`src/rtl/miner_nonce_scheduler.sv`:
```
// -----------------------------------------------------------------------------
// miner_nonce_scheduler
//
// Feeds NUM_CORES double-SHA256 hasher pairs with interleaved nonces (core k
// gets base+k), sequences the rolled-loop cnt/feedback controls, scans a
// bounded nonce range taken from a work handshake, checks each core's final
// hash word against the difficulty and queues golden nonces in a
// first-word-fall-through FIFO.
//
// Ports
//   hash_clk, reset        sole clock; synchronous active-high reset
//   work_valid/work_ready  work handshake (work_ready = !reset)
//   work_midstate/data     midstate and 96-bit data tail for the new range
//   work_nonce_start/end   inclusive nonce range, end >= start
//   core_state/core_data   registered hasher inputs (core_data: 512 b per core)
//   core_cnt/core_feedback rolled-loop round counter and feedback select
//   core_hash2_hi          hash2[255:224] from each core
//   gn_valid/ready/nonce   golden nonce FIFO output
//   gn_overflow            sticky: a hit was dropped
//   range_done             one-cycle pulse when the range is fully checked
//   busy                   scanning or draining
// -----------------------------------------------------------------------------
module miner_nonce_scheduler #(
   parameter int NUM_CORES       = 2,
   parameter int LOOP_LOG2       = 0,
   parameter int RESULT_LAT      = 131,
   parameter int DIFF_BITS       = 32,
   parameter int FIFO_DEPTH_LOG2 = 2
) (
   input  logic                   hash_clk,
   input  logic                   reset,
   input  logic                   work_valid,
   output logic                   work_ready,
   input  logic [255:0]           work_midstate,
   input  logic [95:0]            work_data,
   input  logic [31:0]            work_nonce_start,
   input  logic [31:0]            work_nonce_end,
   output logic [255:0]           core_state,
   output logic [NUM_CORES*512-1:0] core_data,
   output logic [5:0]             core_cnt,
   output logic                   core_feedback,
   input  logic [NUM_CORES*32-1:0] core_hash2_hi,
   output logic                   gn_valid,
   input  logic                   gn_ready,
   output logic [31:0]            gn_nonce,
   output logic                   gn_overflow,
   output logic                   range_done,
   output logic                   busy
);

   localparam logic [5:0]   LOOP_MASK  = 6'((1 << LOOP_LOG2) - 1);
   localparam int           FIFO_DEPTH = 1 << FIFO_DEPTH_LOG2;
   localparam int           PW         = FIFO_DEPTH_LOG2 + 1;
   localparam logic [PW-1:0] FIFO_FULL = PW'(FIFO_DEPTH);
   localparam int           DW         = $clog2(RESULT_LAT);
   localparam logic [DW-1:0] DRAIN_LOAD = DW'(RESULT_LAT - 1);
   localparam logic [32:0]  NC33       = 33'(NUM_CORES);
   localparam logic [32:0]  NC33_M1    = 33'(NUM_CORES - 1);
   // SHA-256 padding for an 80-byte block header tail.
   localparam logic [383:0] PAD = 384'h00000280_00000000_00000000_00000000_00000000_00000000_00000000_00000000_00000000_00000000_00000000_80000000;

   typedef enum logic [1:0] {IDLE, RUN, DRAIN} state_t;

   state_t                 state;
   logic [95:0]            data_buf;
   logic [32:0]            nonce_cur;    // 33 bits so the scan never wraps to 0
   logic [32:0]            nonce_end;
   logic [5:0]             cnt;
   logic [DW-1:0]          drain_cnt;
   logic [NUM_CORES-1:0]   tag_line   [RESULT_LAT];
   logic [31:0]            nonce_line [RESULT_LAT];
   logic [31:0]            fifo_mem   [FIFO_DEPTH];
   logic [PW-1:0]          wr_ptr, rd_ptr;

   logic                   accept, issue, last_issue;
   logic [5:0]             cnt_next;
   logic [NUM_CORES-1:0]   tag_in, hit;
   logic [NUM_CORES*512-1:0] core_data_next;
   logic                   push, extra_hit, pop, fifo_full, push_ok, drop;
   logic [31:0]            push_nonce;

   assign work_ready = !reset;
   assign accept     = work_valid && work_ready;
   assign busy       = (state != IDLE);
   assign core_cnt   = cnt;

   assign cnt_next   = (state == IDLE) ? 6'd0 : ((cnt + 6'd1) & LOOP_MASK);
   assign issue      = (state == RUN) && (cnt_next == 6'd0);
   assign last_issue = issue && ((nonce_cur + NC33_M1) >= nonce_end);

   // NOTE: every always_comb output gets a default before any conditional
   // assignment, so no path leaves a value held and no latch is inferred.
   always_comb begin
      tag_in         = '0;
      core_data_next = '0;
      for (int k = 0; k < NUM_CORES; k++) begin
         tag_in[k] = (nonce_cur + 33'(k)) <= nonce_end;
         core_data_next[k*512 +: 512] = {PAD, nonce_cur[31:0] + 32'(k), data_buf};
      end
   end

   // Results of the previous range are ignored in the acceptance cycle too.
   always_comb begin
      hit = '0;
      for (int k = 0; k < NUM_CORES; k++)
         hit[k] = tag_line[RESULT_LAT-1][k] && !accept &&
                  (core_hash2_hi[k*32 + 31 -: DIFF_BITS] == '0);
   end

   // Lowest-index hit wins the single push slot; further hits are dropped.
   always_comb begin
      push       = 1'b0;
      extra_hit  = 1'b0;
      push_nonce = nonce_line[RESULT_LAT-1];
      for (int k = 0; k < NUM_CORES; k++) begin
         if (hit[k]) begin
            if (push) begin
               extra_hit = 1'b1;
            end else begin
               push       = 1'b1;
               push_nonce = nonce_line[RESULT_LAT-1] + 32'(k);
            end
         end
      end
   end

   assign gn_valid  = (wr_ptr != rd_ptr);
   assign gn_nonce  = fifo_mem[rd_ptr[FIFO_DEPTH_LOG2-1:0]];
   assign pop       = gn_valid && gn_ready;
   assign fifo_full = ((wr_ptr - rd_ptr) == FIFO_FULL);
   assign push_ok   = push && (!fifo_full || pop);
   assign drop      = push && fifo_full && !pop;

   // NOTE: sequential state uses non-blocking assignments so every register
   // samples the pre-edge values regardless of statement order.
   always_ff @(posedge hash_clk) begin
      if (reset) begin
         state         <= IDLE;
         cnt           <= '0;
         core_feedback <= 1'b0;
         nonce_cur     <= '0;
         nonce_end     <= '0;
         data_buf      <= '0;
         drain_cnt     <= '0;
         core_state    <= '0;
         core_data     <= '0;
         range_done    <= 1'b0;
         gn_overflow   <= 1'b0;
         wr_ptr        <= '0;
         rd_ptr        <= '0;
         for (int i = 0; i < RESULT_LAT; i++) tag_line[i] <= '0;
      end else begin
         cnt           <= cnt_next;
         core_feedback <= (cnt_next != 6'd0);
         range_done    <= 1'b0;

         if (push_ok) wr_ptr <= wr_ptr + 1'b1;
         if (pop)     rd_ptr <= rd_ptr + 1'b1;
         if (drop || extra_hit) gn_overflow <= 1'b1;

         tag_line[0] <= issue ? tag_in : '0;
         for (int i = 1; i < RESULT_LAT; i++) tag_line[i] <= tag_line[i-1];

         if (issue) begin
            nonce_cur <= nonce_cur + NC33;
            core_data <= core_data_next;
         end

         case (state)
            RUN: begin
               if (last_issue) begin
                  state     <= DRAIN;
                  drain_cnt <= DRAIN_LOAD;
               end
            end
            DRAIN: begin
               // The final issue's entry is at the line output when the
               // counter reaches zero.
               if (drain_cnt == '0) begin
                  state         <= IDLE;
                  range_done    <= 1'b1;
                  cnt           <= '0;
                  core_feedback <= 1'b0;
               end else begin
                  drain_cnt <= drain_cnt - 1'b1;
               end
            end
            default: ;
         endcase

         // New work preempts whatever is in flight.
         if (accept) begin
            state         <= RUN;
            cnt           <= '0;
            core_feedback <= 1'b0;
            nonce_cur     <= {1'b0, work_nonce_start};
            nonce_end     <= {1'b0, work_nonce_end};
            data_buf      <= work_data;
            core_state    <= work_midstate;
            range_done    <= 1'b0;
            for (int i = 0; i < RESULT_LAT; i++) tag_line[i] <= '0;
         end
      end
   end

   // NOTE: storage-only arrays carry no reset; validity lives in the tag bits
   // and FIFO pointers, which lets these map onto shift-register/RAM cells.
   always_ff @(posedge hash_clk) begin
      nonce_line[0] <= nonce_cur[31:0];
      for (int i = 1; i < RESULT_LAT; i++) nonce_line[i] <= nonce_line[i-1];
      if (push_ok) fifo_mem[wr_ptr[FIFO_DEPTH_LOG2-1:0]] <= push_nonce;
   end

endmodule
```
`config.mk`:
```
export PLATFORM = sky130hd
export DESIGN_NAME = miner_nonce_scheduler
export DESIGN_NICKNAME = d
export VERILOG_FILES = /design/src/rtl/miner_nonce_scheduler.sv
export SDC_FILE = /design/constraint.sdc
export NUM_CORES = 2
export LEC_CHECK = 0
export ABC_AREA = 1
export CAP_MARGIN = 0
export CORE_AREA = 2 2 700 702
export CTS_BUF_LIST = sky130_fd_sc_hd__clkbuf_4 sky130_fd_sc_hd__clkbuf_8
export DETAILED_ROUTE_END_ITERATION = 12
export DIE_AREA = 0 0 702 704
export DONT_BUFFER_PORTS = 1
export GPL_TIMING_DRIVEN = 0
export PLACE_DENSITY_LB_ADDON = 0.12
export SLEW_MARGIN = 20
export SYNTH_ARGS = -nofsm -noshare
export SYNTH_HDL_FRONTEND = slang
export SYNTH_MEMORY_MAX_BITS = 65536
export SYNTH_SLANG_ARGS = --single-unit
```
`constraint.sdc`:
```
create_clock -name hash_clk -period 3.45 [get_ports hash_clk]
set_input_delay 0.345 -clock hash_clk [delete_from_list [all_inputs] [get_ports hash_clk]]
set_output_delay 0.345 -clock hash_clk [all_outputs]
set_load 0.01 [all_outputs]
```
==> summary.txt <==
Clocking
  – Clock Sinks: 5180
  – Total CTS buffers: 831
  – Clock Tree Root: clkbuf_8
  – Worst skew pair latency: 1.20 ns
  – CTS tree: yes
  – Clk slew on worst S/H paths: 0.06 ns
  – CTS H-tree lvls: 6
  – Clock Path Buffers: 4

Die
  – Die Footprint: 0.494 mm^2
  – Die height: 704 um
  – Starting Density: 26.5%
  – Core box area: 0.487 mm^2
  – Top Ports: 1808
  – Chip Width: 702 um
  – Std-Cell Rows: 257

Critical path
  – Setup crit end kind: flop
  – Critical path depth: 18
  – Arr. time, crit path: 4.52 ns
  – CP max-delay cell: dfxtp_4
  – CP required: 4.49 ns
  – R2r setup slk: -0.03 ns
  – CP Cell Sequence: clkbuf_2 -> buf_4 -> nor2_1 -> a21oi_4 -> buf_12 -> inv_6 -> ha_4 -> nand2_4 -> nor2_4 -> nand4_1 -> nor4_2 -> nand2_2 -> nand3_4 -> buf_12 -> buf_16 -> nand4_1 -> nand2_1 -> nor2_2
  – Worst Path Buf+Inv: 6
  – Startpoint types: flop
  – R2r worst-path depth: 18
  – CP top delay family: simple AND/OR/NAND/NOR gates
  – CP max FO: 10
  – Crit-path max cell delay: 0.39 ns
  – Crit Path Class: flop to flop

Placed design
  – # port buffers: 0
  – RePlAce Congestion: 0.909
  – DP HPWL: 295 mm

Power and ir drop
  – Switching share of power: 22.5%
  – Switch Pwr: 28.0 mW
  – Lkg Pwr: 73.4 nW
  – IR drop worst, VDD: 0.414 mV
  – Gate power share: 4.2%
  – Reg power frac: 51.4%
  – Final Power: 124 mW
  – Power per cell area: 727 mW/mm^2
  – Clock power frac: 44.4%
  – Int Power: 96.2 mW

Global routing
  – Initial antenna violation count: 197
  – Number of global-route vias before repair: 70400
  – Largest net degree at the start of global routing: 18
  – Gr usage total: 15.4%
  – First-pass GRT wire length: 535 mm
  – Overflow after GRT: 0

Logic synthesis
  – Yosys top cell area share: 74.2%
  – Synth warn: 0
  – Synth Cell Area: 0.129 mm^2
  – Top post-synthesis cells by area: dfxtp_1 (74%), edfxtp_1 (9.0%), buf_4 (5.1%)
  – Post-synthesis average cell area: 14.4 um^2
  – Synth cell types: 48
  – Sequential element share of the synthesized area: 83.2%
  – Seq cells post-synth: 5180
  – Synth Instances: 8989
  – Area leader, netlist: dfxtp_1

Final layout
  – Nets: 12400
  – Area delta synth->final: 32.1%
  – Fin util: 35.0%
  – Layout cell share with drive strength beyond 1: 22.5%

Route
  – Wirelength per Cell: 20.4 um
  – Vias/cell: 3.64
  – DR vias: 69400
  – Final WL: 390 mm
  – DRC Markers: 0
  – DRT antenna net count: 0
  – 1st-iter DRT viols: 2761
  – Drt pass-1 iters: 5

Status
  – Failing checks: negative setup slack
  – Outcome: finished, violations left

Worst hold path
  – Tightest Hold Check Type: input pin to flop
  – Hold depth: 2

Timing
  – Worst-Margin Slew: 1.37 ns
  – Minimum clock period: 3.48 ns
  – RSZ-0062 raised after global routing: yes
  – Final hold vios: 0
  – Final worst slack: -0.0319 ns
  – Slew headroom: 8.27%
  – Fmax: 287 MHz
  – Max-slew violations: 0
  – Setup TNS Final: -0.118 ns
  – Final setup skew: 0.0656 ns
  – Crit share post-route: 101%
  – Final setup vio count: 8

Run
  – Max-cap violations: 0
layout make-up:
class / count / area, um^2
fill: 47900 / 317000
sequential: 5180 / 108000
multi-input combinational: 3279 / 17400
clock buffer: 1332 / 16500
timing repair buffer: 971 / 9800
tap: 6475 / 8100
buffer: 1089 / 7550
inverter: 463 / 1750
clock inverter: 158 / 1630
antenna: 121 / 303
state kept, by name (all words and copies together), names as in the netlist, named ones only:
name,count
nonce_line,4192
tag_line,262
core_state,256
core_data,161
fifo_mem,128
data_buf,96
nonce_cur,33
nonce_end,32
drain_cnt,8
rd_ptr,3
wr_ptr,3
state,2
gn_overflow,1
range_done,1
routing by layer:
layer / GRT usage, % / routed length [um]
met1: 17.8 / 157000
met2: 25.8 / 185000
met3: 5.60 / 32500
met4: 5.91 / 14700
met5: 0 / 323
power groups by stage:
stage          logic [mW]  clock network, mW  registers, mW
3_5_place_dp         3.91                  0           65.2
3_3_place_gp         3.88                  0           65.2
5_1_grt              5.70               60.5           63.9
4_1_cts              5.21               57.8           63.8
2_1_floorplan        2.79                  0           64.1
6_report             5.27               55.1           63.8
cells in the mapped netlist, drive strengths merged:
cell type and number:
a21boi 1, a21o 1, a21oi 82, a22o 352, a31oi 27, a32o 1
buf 927, clkbuf 165, clkinv 2, conb 2, dfxtp 4794, edfxtp 386
ha 79, inv 461, mux2 1, nand2 370, nand3 50, nand3b 5
nand4 29, nor2 725, nor3 47, nor3b 2, nor4 29, o211ai 1
o21a 3, o21ai 319, o21bai 1, o221ai 2, o22ai 32, or2 9
xnor2 11, xor2 73
cell families after synthesis:
family / after synthesis / share of synthesized area, %
fa+ha+maj: 79 / 0.765
mux: 1 / 0.00871
flops: 5180 / 83.2
compound gates: 822 / 4.29
other cells: 2 / 0.00581
buf+inv: 1555 / 7.11
xor+xnor: 84 / 0.569
simple gates: 1266 / 4.04
stage by stage:
step | area (um^2) | hold WS [ns] | instances | worst slack [ns]
floorplan | 133000 | 0.310 | 10000 | 0.323
global placement | 141000 | 0.310 | 16500 | -2.94
detailed placement | 142000 | 0.312 | 16500 | -1.96
CTS | 170000 | 0.000530 | 18900 | -0.0390
global route | 171000 | 0.0270 | 19000 | -0.261
finish | 171000 | 0.180 | 19100 | -0.0319
final timing paths:
path                                       end                        from
setup / recovery     drain_cnt[7]$_SDFFE_PP0P_   nonce_cur[0]$_SDFFE_PP0P_
hold / removal    core_state[220]$_SDFFE_PP0P_          work_midstate[220]
setup reg to reg     drain_cnt[7]$_SDFFE_PP0P_   nonce_cur[0]$_SDFFE_PP0P_
hold reg to reg     nonce_line[41][23]$_DFF_P_  nonce_line[40][23]$_DFF_P_
layout by cell type (no fill, tap or decap), drive strengths merged, types with 47 or more instances in the layout:
cell type	n
diode	121
conb	1027
a21oi	82
clkinv	88
a22o	352
dlygate4sd3	844
o21ai	319
ha	79
buf	1052
clkbuf	1496
edfxtp	386
nand2	370
nor2	725
inv	492
nor3	47
dfxtp	4794
nand3	50
xor2	73
what timing repair did:
action	CTS	global route
cloned	1	0
hold buffers	844	0
setup endpoints to repair	54	53
pin swaps	49	40
hold endpoints to repair	517	0
buffers inserted	88	22
gates resized for setup	263	49
Note: power is estimated with default switching activity, not from simulation.
